[src/rtl/sha2_pkg.sv]
// Shared SHA-2 message-schedule definitions: FSM state type, sigma
// rotate/shift amounts for SHA-256 and SHA-512, the s0/s1 functions,
// the schedule length per word size, and second-hash padding words.
package sha2_pkg;

    typedef enum logic {
        ST_IDLE = 1'b0,
        ST_RUN  = 1'b1
    } sched_state_t;

    // SHA-256 small-sigma amounts
    localparam int S0_R1_32 = 7;
    localparam int S0_R2_32 = 18;
    localparam int S0_SH_32 = 3;
    localparam int S1_R1_32 = 17;
    localparam int S1_R2_32 = 19;
    localparam int S1_SH_32 = 10;

    // SHA-512 small-sigma amounts
    localparam int S0_R1_64 = 1;
    localparam int S0_R2_64 = 8;
    localparam int S0_SH_64 = 7;
    localparam int S1_R1_64 = 19;
    localparam int S1_R2_64 = 61;
    localparam int S1_SH_64 = 6;

    // Schedule lengths
    localparam int ROUNDS_32 = 64;
    localparam int ROUNDS_64 = 80;

    // Second-hash padding: a lone '1' bit, then the message length in bits
    // (the 8 words of the first digest = 8*WORD_W bits).
    localparam logic [31:0] PAD_MSB_32 = 32'h8000_0000;
    localparam logic [63:0] PAD_MSB_64 = 64'h8000_0000_0000_0000;
    localparam logic [31:0] PAD_LEN_32 = 32'h0000_0100;
    localparam logic [63:0] PAD_LEN_64 = 64'h0000_0000_0000_0200;

    function automatic int default_rounds(input int word_w);
        return (word_w == 64) ? ROUNDS_64 : ROUNDS_32;
    endfunction

    function automatic logic [31:0] rotr32(input logic [31:0] x, input int n);
        return (x >> n) | (x << (32 - n));
    endfunction

    function automatic logic [63:0] rotr64(input logic [63:0] x, input int n);
        return (x >> n) | (x << (64 - n));
    endfunction

    function automatic logic [31:0] sig0_32(input logic [31:0] x);
        return rotr32(x, S0_R1_32) ^ rotr32(x, S0_R2_32) ^ (x >> S0_SH_32);
    endfunction

    function automatic logic [31:0] sig1_32(input logic [31:0] x);
        return rotr32(x, S1_R1_32) ^ rotr32(x, S1_R2_32) ^ (x >> S1_SH_32);
    endfunction

    function automatic logic [63:0] sig0_64(input logic [63:0] x);
        return rotr64(x, S0_R1_64) ^ rotr64(x, S0_R2_64) ^ (x >> S0_SH_64);
    endfunction

    function automatic logic [63:0] sig1_64(input logic [63:0] x);
        return rotr64(x, S1_R1_64) ^ rotr64(x, S1_R2_64) ^ (x >> S1_SH_64);
    endfunction

endpackage

[src/rtl/sha2_sched_word.sv]
// Combinational message-schedule recurrence:
//   w_new = s1(w14) + w9 + s0(w1) + w0  (mod 2**WORD_W)
// where w0/w1/w9/w14 are the current window slots 0, 1, 9 and 14.
module sha2_sched_word
    import sha2_pkg::*;
#(
    parameter int WORD_W = 32
) (
    input  logic [WORD_W-1:0] w0,
    input  logic [WORD_W-1:0] w1,
    input  logic [WORD_W-1:0] w9,
    input  logic [WORD_W-1:0] w14,
    output logic [WORD_W-1:0] w_new
);

    generate
        if (WORD_W == 32) begin : g_sha256
            // SHA-256 sigma set
            assign w_new = sig1_32(w14) + w9 + sig0_32(w1) + w0;
        end else begin : g_sha512
            // SHA-512 sigma set
            assign w_new = sig1_64(w14) + w9 + sig0_64(w1) + w0;
        end
    endgenerate

endmodule

[src/rtl/sha2_msg_sched_stream.sv]
// SHA-2 message-schedule streamer. Accepts one 16-word block and emits
// W[0..ROUNDS-1] one word per transfer, stallable by the consumer.
// Optional feature macro: CME_CONST_PAD_EN adds in_pad, which replaces
// words 8..15 of the block with constant second-hash padding.
//
// Handshake: both ports use valid/ready. A transfer happens on a rising
// edge where valid and ready are both high. Once w_valid is raised,
// w_data/w_idx/w_last stay stable until the transfer. in_ready is high
// in IDLE and also during the final word's transfer, so a new block can
// be loaded in the same cycle the last word leaves. busy is the FSM
// state (1 = RUN) and doubles as the state debug view.
module sha2_msg_sched_stream
    import sha2_pkg::*;
#(
    parameter int WORD_W = 32,
    parameter int ROUNDS = 64,
    parameter int CNT_W  = 7
) (
    input  logic                 CLK,
    input  logic                 RST,
    input  logic                 in_valid,
    output logic                 in_ready,
`ifdef CME_CONST_PAD_EN
    input  logic                 in_pad,
`endif
    input  logic [16*WORD_W-1:0] in_block,
    output logic                 w_valid,
    input  logic                 w_ready,
    output logic [WORD_W-1:0]    w_data,
    output logic [CNT_W-1:0]     w_idx,
    output logic                 w_last,
    output logic                 busy
);

    localparam logic [CNT_W-1:0] LAST_IDX = CNT_W'(ROUNDS - 1);

    generate
        if (!((WORD_W == 32 && ROUNDS == 64) || (WORD_W == 64 && ROUNDS == 80))
            || ROUNDS != default_rounds(WORD_W)) begin : g_bad_cfg
            $error("sha2_msg_sched_stream: illegal WORD_W/ROUNDS pairing");
        end
        if ((2 ** CNT_W) < ROUNDS) begin : g_bad_cnt
            $error("sha2_msg_sched_stream: CNT_W too narrow for ROUNDS");
        end
    endgenerate

    sched_state_t      state;
    sched_state_t      state_nxt;
    logic [WORD_W-1:0] win [16];
    logic [WORD_W-1:0] load_win [16];
    logic [WORD_W-1:0] w_new;
    logic [CNT_W-1:0]  cnt;
    logic              accept;
    logic              xfer;

    assign accept = in_valid & in_ready;
    assign xfer   = w_valid & w_ready;

`ifdef CME_CONST_PAD_EN
    logic [WORD_W-1:0] pad_msb;
    logic [WORD_W-1:0] pad_len;

    generate
        if (WORD_W == 32) begin : g_pad32
            assign pad_msb = PAD_MSB_32;
            assign pad_len = PAD_LEN_32;
        end else begin : g_pad64
            assign pad_msb = PAD_MSB_64;
            assign pad_len = PAD_LEN_64;
        end
    endgenerate
`endif

    // Window image to load on accept: W0 from the MSBs, optionally padded
    always_comb begin
        for (int i = 0; i < 16; i++) begin
            load_win[i] = in_block[(15 - i) * WORD_W +: WORD_W];
        end
`ifdef CME_CONST_PAD_EN
        if (in_pad) begin
            load_win[8] = pad_msb;
            for (int i = 9; i < 15; i++) begin
                load_win[i] = '0;
            end
            load_win[15] = pad_len;
        end
`endif
    end

    sha2_sched_word #(
        .WORD_W (WORD_W)
    ) u_word (
        .w0    (win[0]),
        .w1    (win[1]),
        .w9    (win[9]),
        .w14   (win[14]),
        .w_new (w_new)
    );

    // FSM state register
    always_ff @(posedge CLK or negedge RST) begin
        if (!RST) begin
            state <= ST_IDLE;
        end else begin
            state <= state_nxt;
        end
    end

    // FSM next state: stay in RUN across a same-cycle reload
    always_comb begin
        state_nxt = state;
        case (state)
            ST_IDLE: begin
                if (accept) begin
                    state_nxt = ST_RUN;
                end
            end
            ST_RUN: begin
                if (xfer && w_last) begin
                    state_nxt = accept ? ST_RUN : ST_IDLE;
                end
            end
            default: state_nxt = ST_IDLE;
        endcase
    end

    // FSM outputs and handshake
    always_comb begin
        w_valid  = (state == ST_RUN);
        busy     = (state == ST_RUN);
        w_last   = w_valid && (cnt == LAST_IDX);
        in_ready = (state == ST_IDLE) || (w_valid && w_ready && w_last);
        w_data   = win[0];
        w_idx    = cnt;
    end

    // Window and counter: load on accept, slide on transfer, hold on stall
    always_ff @(posedge CLK or negedge RST) begin
        if (!RST) begin
            for (int i = 0; i < 16; i++) begin
                win[i] <= '0;
            end
            cnt <= '0;
        end else if (accept) begin
            for (int i = 0; i < 16; i++) begin
                win[i] <= load_win[i];
            end
            cnt <= '0;
        end else if (xfer) begin
            for (int i = 0; i < 15; i++) begin
                win[i] <= win[i + 1];
            end
            win[15] <= w_new;
            cnt     <= cnt + CNT_W'(1);
        end
    end

endmodule
[config.mk]
export PLATFORM = sky130hd
export DESIGN_NAME = sha2_msg_sched_stream
export DESIGN_NICKNAME = d
export VERILOG_FILES = /design/src/rtl/sha2_pkg.sv /design/src/rtl/sha2_sched_word.sv /design/src/rtl/sha2_msg_sched_stream.sv
export SDC_FILE = /design/constraint.sdc
export NUM_CORES = 2
export LEC_CHECK = 0
export BUFFER_PORTS_ARGS = -buffer_cell sky130_fd_sc_hd__buf_2
export CORE_ASPECT_RATIO = 1.2
export CORE_MARGIN = 4
export CORE_UTILIZATION = 39
export CTS_BUF_LIST = sky130_fd_sc_hd__clkbuf_8 sky130_fd_sc_hd__clkbuf_16
export DETAILED_ROUTE_END_ITERATION = 8
export MAX_ROUTING_LAYER = met4
export SKIP_CTS_REPAIR_TIMING = 1
export SLEW_MARGIN = 0
export SYNTH_ARGS = -nofsm -noshare
export SYNTH_HDL_FRONTEND = slang
export SYNTH_HIERARCHICAL = 1
export SYNTH_SLANG_ARGS = --single-unit
[constraint.sdc]
create_clock -name CLK -period 9.6 [get_ports CLK]
set_input_delay 0.96 -clock CLK [delete_from_list [all_inputs] [get_ports CLK]]
set_output_delay 0.96 -clock CLK [all_outputs]
set_load 0.02 [all_outputs]
==> flow_summary.yaml <==
sta:
  finalCriticalPeriod_ns: 4.603
  finalClockSkew_ns: 0.03607
  setup_violations: 0
  fmax_mhz: 217.3
  finalCritPeriodShare_pct: 47.94
  rsz0062_at_grt: "no"
  fin_tns_setup_ns: 0
  fin_ws_ns: 4.997
  worst_pin_slew_ns: 1.176
  slew_violations: 0
  maxSlewHeadroom_pct: 21.61
  final_hold_viol_count: 0
synth:
  ys_seq_elements: 520
  synth-warning-count: 6
  synthTopCellsByArea: "dfrtp_1 (48%), a221o_1 (19%), and2_1 (12%), fa_1 (4.6%), xnor2_1 (4.1%)"
  netlist_instances: 2302
  synth-edff-count: 0
  synthesis.area_um2: 27050
  yosysMostFrequentCell: "dfrtp_1"
  synthFlopType: "dfrtp_1"
  syn_nets: 2912
  synth_cell_types: 55
  synth_top_area_share_pct: 48.11
  yosys-top-cells-count: "dfrtp_1 (520), a221o_1 (514), and2_1 (513)"
  async_reset_ff_share_pct: 100.0
  synth.avg_cell_area_um2: 11.75
  ys_seq_area_share_pct: 48.11
  synth_top_area_cell: "dfrtp_1"
clock_tree:
  cts_buffer_depth: 3
  clock_latency_ns: 0.64
  cts.sinks: 520
  numCtsBuffers: 57
  htreeDepth: 2
  clock_tree.root_cell: "clkbuf_16"
  clkSlewWorstSetupHoldPaths_ns: 0.06
  cts_tree: "built"
power:
  switching_share_pct: 45.64
  intPower_w: 0.007063
  p_sw_w: 0.005931
  pwr-share-clk_pct: 17.6
  power.density_nw_per_um2: 404.9
  p_leak_nw: 15.46
  pwr-share-seq_pct: 26.9
  power_frac_comb_pct: 55.4
  ir_drop_uv: 291.5
final_layout:
  final_layout_size_suffix_gt1_share_pct: 24.63
  multi_input_area_um2: 12510
  nFillCells: 6481
  final_cells: 3703
  seqCellArea_um2: 13010
  area_delta_synth_final_pct: 18.64
  final_nets: 3328
critical_path:
  crit_path_end: "win[29]"
  cp.depth: 15
  cp_cell_sequence: "xnor2_1, xnor2_1, fa_1, inv_1, fa_1, inv_1, ha_1, a21oi_1, o21a_1, nor3_1, or3_1, a2111oi_0, a21boi_1, a211oi_2, a221o_1"
  slowest_delay_ns: 0.54
  cp_slowest_cell: "dfrtp_1"
  path_buf_inv: 2
  r2r_cells: 15
  cp.arrival_ns: 5.09
  startpoint: "win[56]"
  path_class: "flop to flop"
  crit_fanout: 7
  worstPathRequired_ns: 10.09
  r2r-end: "win[29]"
  regToRegStartpoint: "win[56]"
  cp_top_family: "compound AO/OA/AOI/OAI gates"
  critPathLaunchType: "flop"
  end_kind: "flop"
  r2r_slack_ns: 5.00
detailed_routing:
  drc_errors: 0
  drtAntennaViolNets: 0
  dr.pass1.iters: 8
  drtIter0Drc: 2415
  vias_per_cell: 5.874
  num_vias: 21750
  post_drt_wl_per_cell_um: 29.61
  wl_um: 109600
grt:
  grt_pass1_wl_um: 157100
  grt_max_degree: 263
  gr-total-overflow: 0
  grt_usage_pct: 29.54
  grt_pass1_vias: 22200
  antenna_found_initial: 26
die:
  die_y_um: 296.5
  die_area_um2: 73650
  die_width_um: 248.4
  core_area_um2: 68580
  rows: 105
  io_pins: 559
  start_util_pct: 39.44
place:
  place_hpwl_um: 80960
  dp.cells: 3568
  post-place-ws_ns: 5.010
  io_buffers: 558
  gp_congestion: 0.9212
worst_hold_path:
  hold_class: "primary input to async pin"
run_status:
  status: "finished, final reports clean"
job:
  cap_violations: 0
[layout make-up]
cell class | count | share of cell area [%]
diodes | 29 | 0.2261
clock buffers | 79 | 5.389
clock inverters | 27 | 0.7642
inverters | 104 | 1.217
multi-input cells | 1463 | 38.98
flip-flops and latches | 520 | 40.55
well taps | 909 | 3.544
repair buffers | 572 | 9.334
[cells by family (layout without fill, tap and decap cells)]
logic type	Yosys count	count (layout)	synth area share (%)
flops	520	520	48.11
simple gates	601	601	13.61
compound gates	621	621	21.65
fa+ha+maj	94	94	6.069
mux	2	2	0.07402
other cells	0	29	0
xor+xnor	145	145	4.695
buf+inv	319	782	5.792
[per-stage QoR]
step	utilization [%]	power [W]	instance area (um^2)	hold slack (ns)
after floorplan	-	0.008038	27050	0.4704
after global placement	43.81	0.01058	30040	0.4797
after detailed placement	43.81	0.01054	30040	0.4802
after CTS	46.69	0.01294	32020	0.3214
after global routing	46.76	0.01379	32070	0.3405
final	46.79	0.01299	32090	0.3142
[power groups by stage]
| stage | registers, W | clock network, W | logic [W] |
|---|---|---|---|
| 2_1_floorplan | 0.00314 | 0 | 0.00490 |
| 3_3_place_gp | 0.00351 | 0 | 0.00708 |
| 3_5_place_dp | 0.00352 | 0 | 0.00701 |
| 4_1_cts | 0.00349 | 0.00234 | 0.00710 |
| 5_1_grt | 0.00355 | 0.00242 | 0.00782 |
| 6_report | 0.00350 | 0.00229 | 0.00720 |
[layer usage]
metal  vias to the layer above  GRT usage [%]  part of all wire [%]
met1                     11200          36.67                    40
met5                         -              -                     0
met3                       173          5.579                   6.6
met4                         0          10.17                   4.2
li1                       9374              -                     -
met2                      1004          49.00                    49
[worst min path at each step]
stage	depth (start not counted)	endpoint	slack (ns)	from
finish	1	w_idx[2]	0.31	RST
global placement	1	win[45]	0.48	win[13]
global route	1	w_idx[2]	0.34	RST
detailed placement	1	win[180]	0.48	win[148]
floorplan	1	win[100]	0.47	win[68]
CTS	1	win[121]	0.32	RST
[cells in the final DEF (no fill, tap or decap), types with 4 or more instances in the layout]
master	netlist	routed
nand2_1	16	16
clkbuf_16	0	57
nand2b_1	4	4
nand4_1	9	9
ha_1	32	32
inv_1	104	114
clkbuf_8	0	22
clkinv_2	0	9
o21a_1	8	8
a21oi_1	35	35
and3_1	11	11
buf_4	33	7
nand3_1	7	7
buf_12	0	7
fa_1	62	62
a221o_1	514	514
diode_2	0	29
xor2_1	17	17
and2_1	513	513
dfrtp_1	520	520
nor3_1	5	5
xnor2_1	128	128
a21o_1	9	9
a31oi_1	8	7
nor2_1	14	14
or3_1	5	5
o21ai_0	19	19
buf_2	58	557
nor2b_1	5	5
o31ai_1	4	4
[state kept, by name, indices dropped and copies added (netlist names)]
signal	count
win	480
w_data	32
w_idx	7
busy	1
[worst register-to-register path: stages (launching register included)]
cell       delay, ns
dfrtp_1         0.54
xnor2_1         0.29
xnor2_1         0.17
fa_1            0.53
inv_1           0.05
fa_1            0.49
inv_1           0.06
ha_1            0.39
a21oi_1         0.33
o21a_1          0.18
nor3_1          0.05
or3_1           0.38
a2111oi_0       0.38
a21boi_1        0.26
a211oi_2        0.07
a221o_1         0.34
Note: power is estimated with default switching activity, not from simulation.
